--- config.mk ---
export PLATFORM = sky130hd
export DESIGN_NAME = axi4_burst_operand_master
export DESIGN_NICKNAME = d
export VERILOG_FILES = /design/src/rtl/axi4_burst_operand_master.sv
export SDC_FILE = /design/constraint.sdc
export NUM_CORES = 1
export LEC_CHECK = 0
export BUFFER_PORTS_ARGS = -buffer_cell sky130_fd_sc_hd__buf_2
export CAP_MARGIN = 20
export CORE_AREA = 3 3 129 131
export DETAILED_ROUTE_END_ITERATION = 8
export DIE_AREA = 0 0 132 134
export PLACE_DENSITY = 0.73
export SYNTH_ARGS = -nofsm -noshare
export SYNTH_HDL_FRONTEND = slang
export SYNTH_SLANG_ARGS = --single-unit
--- constraint.sdc ---
create_clock -name i_clk -period 5.2 [get_ports i_clk]
set_input_delay 0.26 -clock i_clk [delete_from_list [all_inputs] [get_ports i_clk]]
set_output_delay 0.26 -clock i_clk [all_outputs]
set_load 0.02 [all_outputs]
--- src/rtl/axi4_burst_operand_master.sv ---
// AXI4 master: writes NOPS operands as DSZ-wide bursts to slave addresses 0..NOPS-1,
// then reads one RSZ-bit result burst from RES_ADDR. All outputs are registered.
module axi4_burst_operand_master #(
    parameter int unsigned SZ       = 32,
    parameter int unsigned DSZ      = 8,
    parameter int unsigned ASZ      = 2,
    parameter int unsigned NOPS     = 2,
    parameter int unsigned RSZ      = 2 * SZ,
    parameter int unsigned RES_ADDR = 0
) (
    input  logic                i_clk,
    input  logic                i_rst_n,
    input  logic                i_start,
    input  logic                i_cont,
    input  logic [NOPS*SZ-1:0]  i_ops,
    output logic [RSZ-1:0]      o_res,
    output logic                o_busy,
    output logic                o_done,
    output logic                o_err,
    output logic [ASZ-1:0]      o_awaddr,
    output logic                o_awvalid,
    input  logic                i_awready,
    output logic [DSZ-1:0]      o_wdata,
    output logic                o_wvalid,
    input  logic                i_wready,
    output logic                o_wlast,
    input  logic                i_bresp,
    input  logic                i_bvalid,
    output logic                o_bready,
    output logic [ASZ-1:0]      o_araddr,
    output logic                o_arvalid,
    input  logic                i_arready,
    input  logic [DSZ-1:0]      i_rdata,
    input  logic                i_rvalid,
    output logic                o_rready,
    input  logic                i_rlast,
    input  logic                i_rresp
);
    localparam int unsigned BEATS  = SZ / DSZ;
    localparam int unsigned RBEATS = RSZ / DSZ;
    localparam int unsigned WPW    = $clog2(BEATS + 1);
    localparam int unsigned RPW    = $clog2(RBEATS + 1);

    localparam logic [2:0] S_IDLE = 3'd0;
    localparam logic [2:0] S_AW   = 3'd1;
    localparam logic [2:0] S_W    = 3'd2;
    localparam logic [2:0] S_B    = 3'd3;
    localparam logic [2:0] S_AR   = 3'd4;
    localparam logic [2:0] S_R    = 3'd5;
    localparam logic [2:0] S_DONE = 3'd6;

    logic [2:0]         r_state,   w_state;
    logic [NOPS*SZ-1:0] r_ops,     w_ops;
    logic [ASZ-1:0]     r_opk,     w_opk;
    logic [WPW-1:0]     r_wpos,    w_wpos;
    logic [SZ-1:0]      r_wsh,     w_wsh;
    logic [RPW-1:0]     r_rpos,    w_rpos;
    logic [RSZ-1:0]     r_res,     w_res;
    logic               r_err,     w_err;
    logic               r_busy,    w_busy;
    logic               r_done,    w_done;
    logic [ASZ-1:0]     r_awaddr,  w_awaddr;
    logic               r_awvalid, w_awvalid;
    logic [DSZ-1:0]     r_wdata,   w_wdata;
    logic               r_wvalid,  w_wvalid;
    logic               r_wlast,   w_wlast;
    logic               r_bready,  w_bready;
    logic [ASZ-1:0]     r_araddr,  w_araddr;
    logic               r_arvalid, w_arvalid;
    logic               r_rready,  w_rready;
    logic [SZ-1:0]      w_cur_op;

    // Next-state and next-output logic; every register defaults to holding its value.
    always_comb begin
        w_state   = r_state;
        w_ops     = r_ops;
        w_opk     = r_opk;
        w_wpos    = r_wpos;
        w_wsh     = r_wsh;
        w_rpos    = r_rpos;
        w_res     = r_res;
        w_err     = r_err;
        w_busy    = r_busy;
        w_done    = 1'b0;
        w_awaddr  = r_awaddr;
        w_awvalid = r_awvalid;
        w_wdata   = r_wdata;
        w_wvalid  = r_wvalid;
        w_wlast   = r_wlast;
        w_bready  = r_bready;
        w_araddr  = r_araddr;
        w_arvalid = r_arvalid;
        w_rready  = r_rready;
        w_cur_op  = '0;
        for (int k = 0; k < NOPS; k++) begin
            if (r_opk == ASZ'(k)) w_cur_op = r_ops[k*SZ +: SZ];
        end

        case (r_state)
            S_IDLE: begin
                if (i_start) begin
                    w_ops     = i_ops;
                    w_res     = '0;
                    w_err     = 1'b0;
                    w_opk     = '0;
                    w_awaddr  = '0;
                    w_awvalid = 1'b1;
                    w_busy    = 1'b1;
                    w_state   = S_AW;
                end
            end
            S_AW: begin
                if (i_awready) begin
                    w_awvalid = 1'b0;
                    w_wpos    = '0;
                    w_wdata   = w_cur_op[DSZ-1:0];
                    w_wsh     = w_cur_op >> DSZ;
                    w_wvalid  = 1'b1;
                    w_wlast   = (BEATS == 1);
                    w_state   = S_W;
                end
            end
            S_W: begin
                if (i_wready) begin
                    if (r_wlast) begin
                        w_wvalid = 1'b0;
                        w_wlast  = 1'b0;
                        w_wdata  = '0;
                        w_bready = 1'b1;
                        w_state  = S_B;
                    end else begin
                        w_wpos  = r_wpos + WPW'(1);
                        w_wdata = r_wsh[DSZ-1:0];
                        w_wsh   = r_wsh >> DSZ;
                        w_wlast = (w_wpos == WPW'(BEATS - 1));
                    end
                end
            end
            S_B: begin
                if (i_bvalid && r_bready) begin
                    w_bready = 1'b0;
                    if (!i_bresp) w_err = 1'b1;
                    if (r_opk < ASZ'(NOPS - 1)) begin
                        w_opk     = r_opk + ASZ'(1);
                        w_awaddr  = w_opk;
                        w_awvalid = 1'b1;
                        w_state   = S_AW;
                    end else begin
                        w_araddr  = ASZ'(RES_ADDR);
                        w_arvalid = 1'b1;
                        w_state   = S_AR;
                    end
                end
            end
            S_AR: begin
                if (i_arready) begin
                    w_arvalid = 1'b0;
                    w_rpos    = '0;
                    w_rready  = 1'b1;
                    w_state   = S_R;
                end
            end
            S_R: begin
                if (i_rvalid && r_rready) begin
                    // Beats beyond the result width are dropped and flagged.
                    if (r_rpos < RPW'(RBEATS)) begin
                        for (int b = 0; b < RBEATS; b++) begin
                            if (r_rpos == RPW'(b)) w_res[b*DSZ +: DSZ] = i_rdata;
                        end
                        w_rpos = r_rpos + RPW'(1);
                    end else begin
                        w_err = 1'b1;
                    end
                    if (!i_rresp) w_err = 1'b1;
                    if (i_rlast) begin
                        if (r_rpos < RPW'(RBEATS - 1)) w_err = 1'b1;
                        w_rready = 1'b0;
                        w_done   = 1'b1;
                        w_state  = S_DONE;
                    end
                end
            end
            S_DONE: begin
                if (i_cont) begin
                    w_ops     = i_ops;
                    w_res     = '0;
                    w_err     = 1'b0;
                    w_opk     = '0;
                    w_awaddr  = '0;
                    w_awvalid = 1'b1;
                    w_state   = S_AW;
                end else begin
                    w_busy  = 1'b0;
                    w_state = S_IDLE;
                end
            end
            default: begin
                w_state = S_IDLE;
                w_busy  = 1'b0;
            end
        endcase
    end

    // State and output registers with synchronous active-low reset.
    always_ff @(posedge i_clk) begin
        if (!i_rst_n) begin
            r_state   <= S_IDLE;
            r_ops     <= '0;
            r_opk     <= '0;
            r_wpos    <= '0;
            r_wsh     <= '0;
            r_rpos    <= '0;
            r_res     <= '0;
            r_err     <= 1'b0;
            r_busy    <= 1'b0;
            r_done    <= 1'b0;
            r_awaddr  <= '0;
            r_awvalid <= 1'b0;
            r_wdata   <= '0;
            r_wvalid  <= 1'b0;
            r_wlast   <= 1'b0;
            r_bready  <= 1'b0;
            r_araddr  <= '0;
            r_arvalid <= 1'b0;
            r_rready  <= 1'b0;
        end else begin
            r_state   <= w_state;
            r_ops     <= w_ops;
            r_opk     <= w_opk;
            r_wpos    <= w_wpos;
            r_wsh     <= w_wsh;
            r_rpos    <= w_rpos;
            r_res     <= w_res;
            r_err     <= w_err;
            r_busy    <= w_busy;
            r_done    <= w_done;
            r_awaddr  <= w_awaddr;
            r_awvalid <= w_awvalid;
            r_wdata   <= w_wdata;
            r_wvalid  <= w_wvalid;
            r_wlast   <= w_wlast;
            r_bready  <= w_bready;
            r_araddr  <= w_araddr;
            r_arvalid <= w_arvalid;
            r_rready  <= w_rready;
        end
    end

    assign o_res     = r_res;
    assign o_busy    = r_busy;
    assign o_done    = r_done;
    assign o_err     = r_err;
    assign o_awaddr  = r_awaddr;
    assign o_awvalid = r_awvalid;
    assign o_wdata   = r_wdata;
    assign o_wvalid  = r_wvalid;
    assign o_wlast   = r_wlast;
    assign o_bready  = r_bready;
    assign o_araddr  = r_araddr;
    assign o_arvalid = r_arvalid;
    assign o_rready  = r_rready;

endmodule

==> Word-level counts from Yosys, hierarchy flattened <==
Cells that the tools add are included.
{ "word_totals": {"n_memories": 0, "latchBits": 0, "rom_bits": 0, "word_cells": 194, "ramBits": 0, "out_inout_bits": 85, "regBits": 189, "input_bits": 84} }
{ "op_classes": {"add_sub_neg": 3, "n_lt_le_gt_ge": 3, "mux": 88, "div": 0, "bitwise": 1, "n_shift": 0, "n_reduce_logical": 37, "multipliers": 0, "eq_ne": 38} }
{ "op_table": {"columns": ["op", "n"], "rows": [
  ["$mux W64", 6],
  ["$pmux W64 S3", 1],
  ["$mux W32", 5],
  ["$pmux W64 S2", 1],
  ["$mux W8", 11],
  ["$pmux W32 S2", 1],
  ["$reduce_and A6 Y1", 10],
  ["$ne A2 B2 Y1 const B", 23],
  ["$mux W3", 12],
  ["$mux W1", 31],
  ["$reduce_and A4 Y1", 6],
  ["$pmux W3 S7", 1],
  ["$eq A4 B3 Y1 const B", 4],
  ["$pmux W8 S2", 1],
  ["$mux W4", 3],
  ["$reduce_and A3 Y1", 4],
  ["$pmux W1 S2", 5],
  ["$reduce_bool A2 Y1", 5],
  ["$eq A3 B2 Y1 const B", 3],
  ["$eq A3 B3 Y1 const B", 3],
  ["$eq A4 B2 Y1 const B", 2],
  ["$mux W2", 4],
  ["$pmux W1 S4", 2],
  ["$pmux W4 S2", 1],
  ["other kinds (22)", 25]
]} }

==> Logic depth before layout (Yosys ltp) <==
{ "depth": {"depth_word": 7, "ltp_mapped": 9, "depth_no_buf": 6} }

==> Worst setup path before layout <==
No wires, ideal clock.
{ "synth_path": {"path_kind": "register to register", "start": "register o_awaddr[0] (netlist name)", "end": "register r_wsh[22]", "t_arrival_ns": 1.735, "required_ns": 5.072, "setup_time_ns": 0.128, "n_path_buf": 3, "period_less_slack_ns": 1.863, "path_stages_with_launch": 8, "setup_slack_ns": 3.337, "cell_sequence": "dfxtp_1 ha_1 clkbuf_1 clkbuf_1 clkbuf_1 o21ai_0 a22oi_1 nor2_1"} }
{ "synth_rtl": {"columns": ["item", "line_no", "rtl"], "rows": [
  ["to (signal assigned)", "231", "r_wsh <= w_wsh;"],
  ["to (decl)", "56", "logic [SZ-1:0] r_wsh, w_wsh;"]
]} }

==> Final worst setup path <==
{ "layout_path": {"start": "register r_state[2]", "end": "register r_wsh[13]"} }
{ "layout_via": {"elab_chain_len": 3, "word_cells_on_any_way": 8, "cone_classes": "eq/ne: 5; mux: 1; reduce/logical: 2"} }
{ "layout_rtl": {"columns": ["item", "line_no", "rtl"], "rows": [
  ["from (decl)", "52", "logic [2:0] r_state, w_state;"],
  ["from (signal assigned)", "227", "r_state <= w_state;"],
  ["$eq A3 B2 Y1 / $eq A3 B1 Y1 (equally long branches)", "99", "case (r_state)"],
  ["$ne A2 B2 Y1 (no line) / $reduce_bool A2 Y1 (equally long branches)", null, null],
  ["$reduce_and A4 Y1 (no line)", null, null]
]} }
Several ways; a longest one is shown, not always the timed one.
A chain may end at the register's enable or synchronous reset.

==> flow_summary.toml <==
[outcome]
status = "complete, no violations"

[floorplanning]
dieArea_um2 = 17700
die_w_um = 132
die_y_um = 134
ios = 169
fp-row-count = 46
coreArea_um2 = 15700
initial_utilization = 0.497

[synthesis]
postSynthAreaPerCell_um2 = 8.49
yosysMostFrequentCell = "nand2_1"
yosysSeqAreaShare = 0.464
synth_cell_type_count = 62
syn_inst = 920
yosys_warnings = 0
synth_flop_cell = "dfxtp_1"
synth-edff-count = 0
synth_area_leaders = "dfxtp_1 46%, nand2_1 14%, mux2i_1 8.3%, a21oi_1 6.6%, o211ai_1 3.2%"
ys_ff_latch = 181
synthTopCellsByCount = "285 x nand2_1, 181 x dfxtp_1, 103 x a21oi_1"
yosysTopAreaCell = "dfxtp_1"
async_flop_share = 0
synth_top_area_frac = 0.464
syn_area_um2 = 7810

[placed_design]
port_buffers = 166
preCtsSetupSlack_ns = 2.11
place_congestion = 0.793
hpwl_um = 12900

[route]
first_pass_iters = 5
wl_per_cell_um = 15.1
drcViolationCount = 0
finalWirelength_um = 19200
vias_per_cell = 5.21
via_count = 6622
drtIter0Drc = 434
ant_nets = 0

[cells_and_area]
areaGrowthSynthToFinish_pct = 18.0
final_net_count = 1135
register_area_um2 = 3620
diodes = 0
drive_above_1_share = 0.216
nFillCells = 1457
multiInputGateArea_um2 = 3780

[clocking]
cts_buffer_depth = 2
cts_max_level = 4
cts_setup_buffers = 0
cts.clk_slew.worst_paths_ns = 0.07
insertion_delay_ns = 0.43
cts.sinks = 181
cts_tree = "done"
root_buffer = "clkbuf_16"
cts.hold.buffers_added = 0
cts_resized = 0
cts_buffers = 17

[sta]
slew_violations = 0
timing.final.ws_setup_ns = 2.42
setup_violations = 0
period_minus_slack_ns = 2.78
tightest_slew_ns = 1.13
rsz0062_at_grt = "no"
max_freq_ghz = 0.359
slew_headroom = 0.245
fin_skew_ns = 0.0122
finalHoldViolations = 0
tns_ns = 0
fin_crit_sh = 0.535

[worst_setup_path]
path_max_fanout = 28
endpoint_kind = "flip-flop"
start_kind = "flip-flop"
path_class = "reg2reg"
arrival_ns = 3.12
crit_required_ns = 5.53

[min_path]
hp-class = "in2reg"

[global_route]
grt_max_degree = 73
track_usage = 0.211
grt_antenna_before_repair = 1
grt_pass1_wl_um = 30500
grt_pass1_vias = 6005
overflow = 0

[pwr]
peakVddDrop_mv = 0.222
finalPower_w = 0.00319
netSwitchingFraction = 0.280
p_seq_frac = 0.475
p_clk_frac = 0.374
p_switching_w = 0.000893
p_per_area_nw_per_um2 = 346
p_comb_frac = 0.151
p_leak_nw = 3.89
power.internal_w = 0.00230

[flow_run]
cap_viol_max_count = 0
==> power by group through the flow <==
stage,Combinational [W],Clock (W),Sequential (W)
CTS,0.000472,0.00121,0.00151
detailed placement,0.000470,0,0.00155
global route,0.000535,0.00127,0.00152
global placement,0.000466,0,0.00154
finish,0.000482,0.00119,0.00152
floorplan,0.000369,0,0.00154
==> worst max-delay path, cell delays in order, from the launching register on <==
cell,delay [ns]
dfxtp_1,0.93
nor3b_2,0.19
buf_6,0.22
a221oi_2,0.94
o211ai_1,0.24
a21oi_1,0.17
==> path summary, 6_finish.rpt <==
kind	start	to	slack (ns)	depth (start not counted)
max reg2reg	r_state[2]$_SDFFE_PN0P_	r_wsh[13]$_SDFFE_PN0P_	2.42	5
min reg2reg	o_arvalid$_SDFFE_PN0P_	o_arvalid$_SDFFE_PN0P_	0.45	2
min	i_ops[8]	r_ops[8]$_SDFFE_PN0P_	0.06	3
max	r_state[2]$_SDFFE_PN0P_	r_wsh[13]$_SDFFE_PN0P_	2.42	5
==> through the flow <==
stage               area, um^2  instances   util  hold slack [ns]
floorplan                 7820        921      -            0.396
global route              9220       1272  0.587           0.0568
finish                    9220       1272  0.587           0.0623
global placement          8600       1236  0.547            0.438
detailed placement        8600       1236  0.547            0.440
CTS                       9140       1268  0.582           0.0497
==> metal layers <==
metal  up-vias  global-route usage  routed length [um]
li1       3379                   -                   -
met1      3041               0.283                9040
met2       185               0.343                8880
met3        15              0.0518                1060
met4         2              0.0578                 182
met5         -                   0                   7
==> flip-flops by register name, indices dropped and copies added, names as in the netlist, 2 cells and up <==
signal / flops
r_ops: 64
r_wsh: 24
r_rpos: 4
o_awaddr: 2
r_state: 3
o_wdata: 8
o_res: 64
r_wpos: 3
==> logic make-up (layout without fill, tap and decap cells) <==
group | count (synthesis) | in the layout | synth area share
XOR/XNOR | 1 | 1 | 0.00112
multiplexers | 66 | 66 | 0.0847
flip-flops | 181 | 181 | 0.464
AO/OA/AOI/OAI | 205 | 205 | 0.167
other | 1 | 2 | 0.000480
adder cells (fa/ha/maj) | 8 | 8 | 0.0128
AND/OR/NAND/NOR | 372 | 372 | 0.217
buffers and inverters | 86 | 221 | 0.0535
==> cell usage in the layout, fill, tap and decap left out, types with 3 or more instances in the layout <==
cell type  count
a211oi_1       8
a21oi_1      103
a22oi_1       10
a31oi_1        9
buf_2        166
buf_4          4
clkbuf_16     17
clkbuf_8       3
clkinv_2       5
dfxtp_1      181
ha_1           7
inv_1         13
mux2i_1       65
nand2_1      285
nand2b_1       6
nand3_1        5
nand3_4        8
nand3b_1      14
nand4_1        3
nand4b_1       3
nor2_1        26
nor2b_1        3
nor3_1         4
o211ai_1      33
o21a_1         3
o21ai_0       12
o31ai_1        4
==> final cells by class <==
type | instances | share of cell area
Multi-Input combinational cell | 654 | 0.410
Sequential cell | 181 | 0.393
Timing Repair Buffer | 174 | 0.102
Clock buffer | 22 | 0.0514
Tap cell | 216 | 0.0293
Clock inverter | 10 | 0.00787
Inverter | 15 | 0.00624
Note: power is estimated with default switching activity, not from simulation.
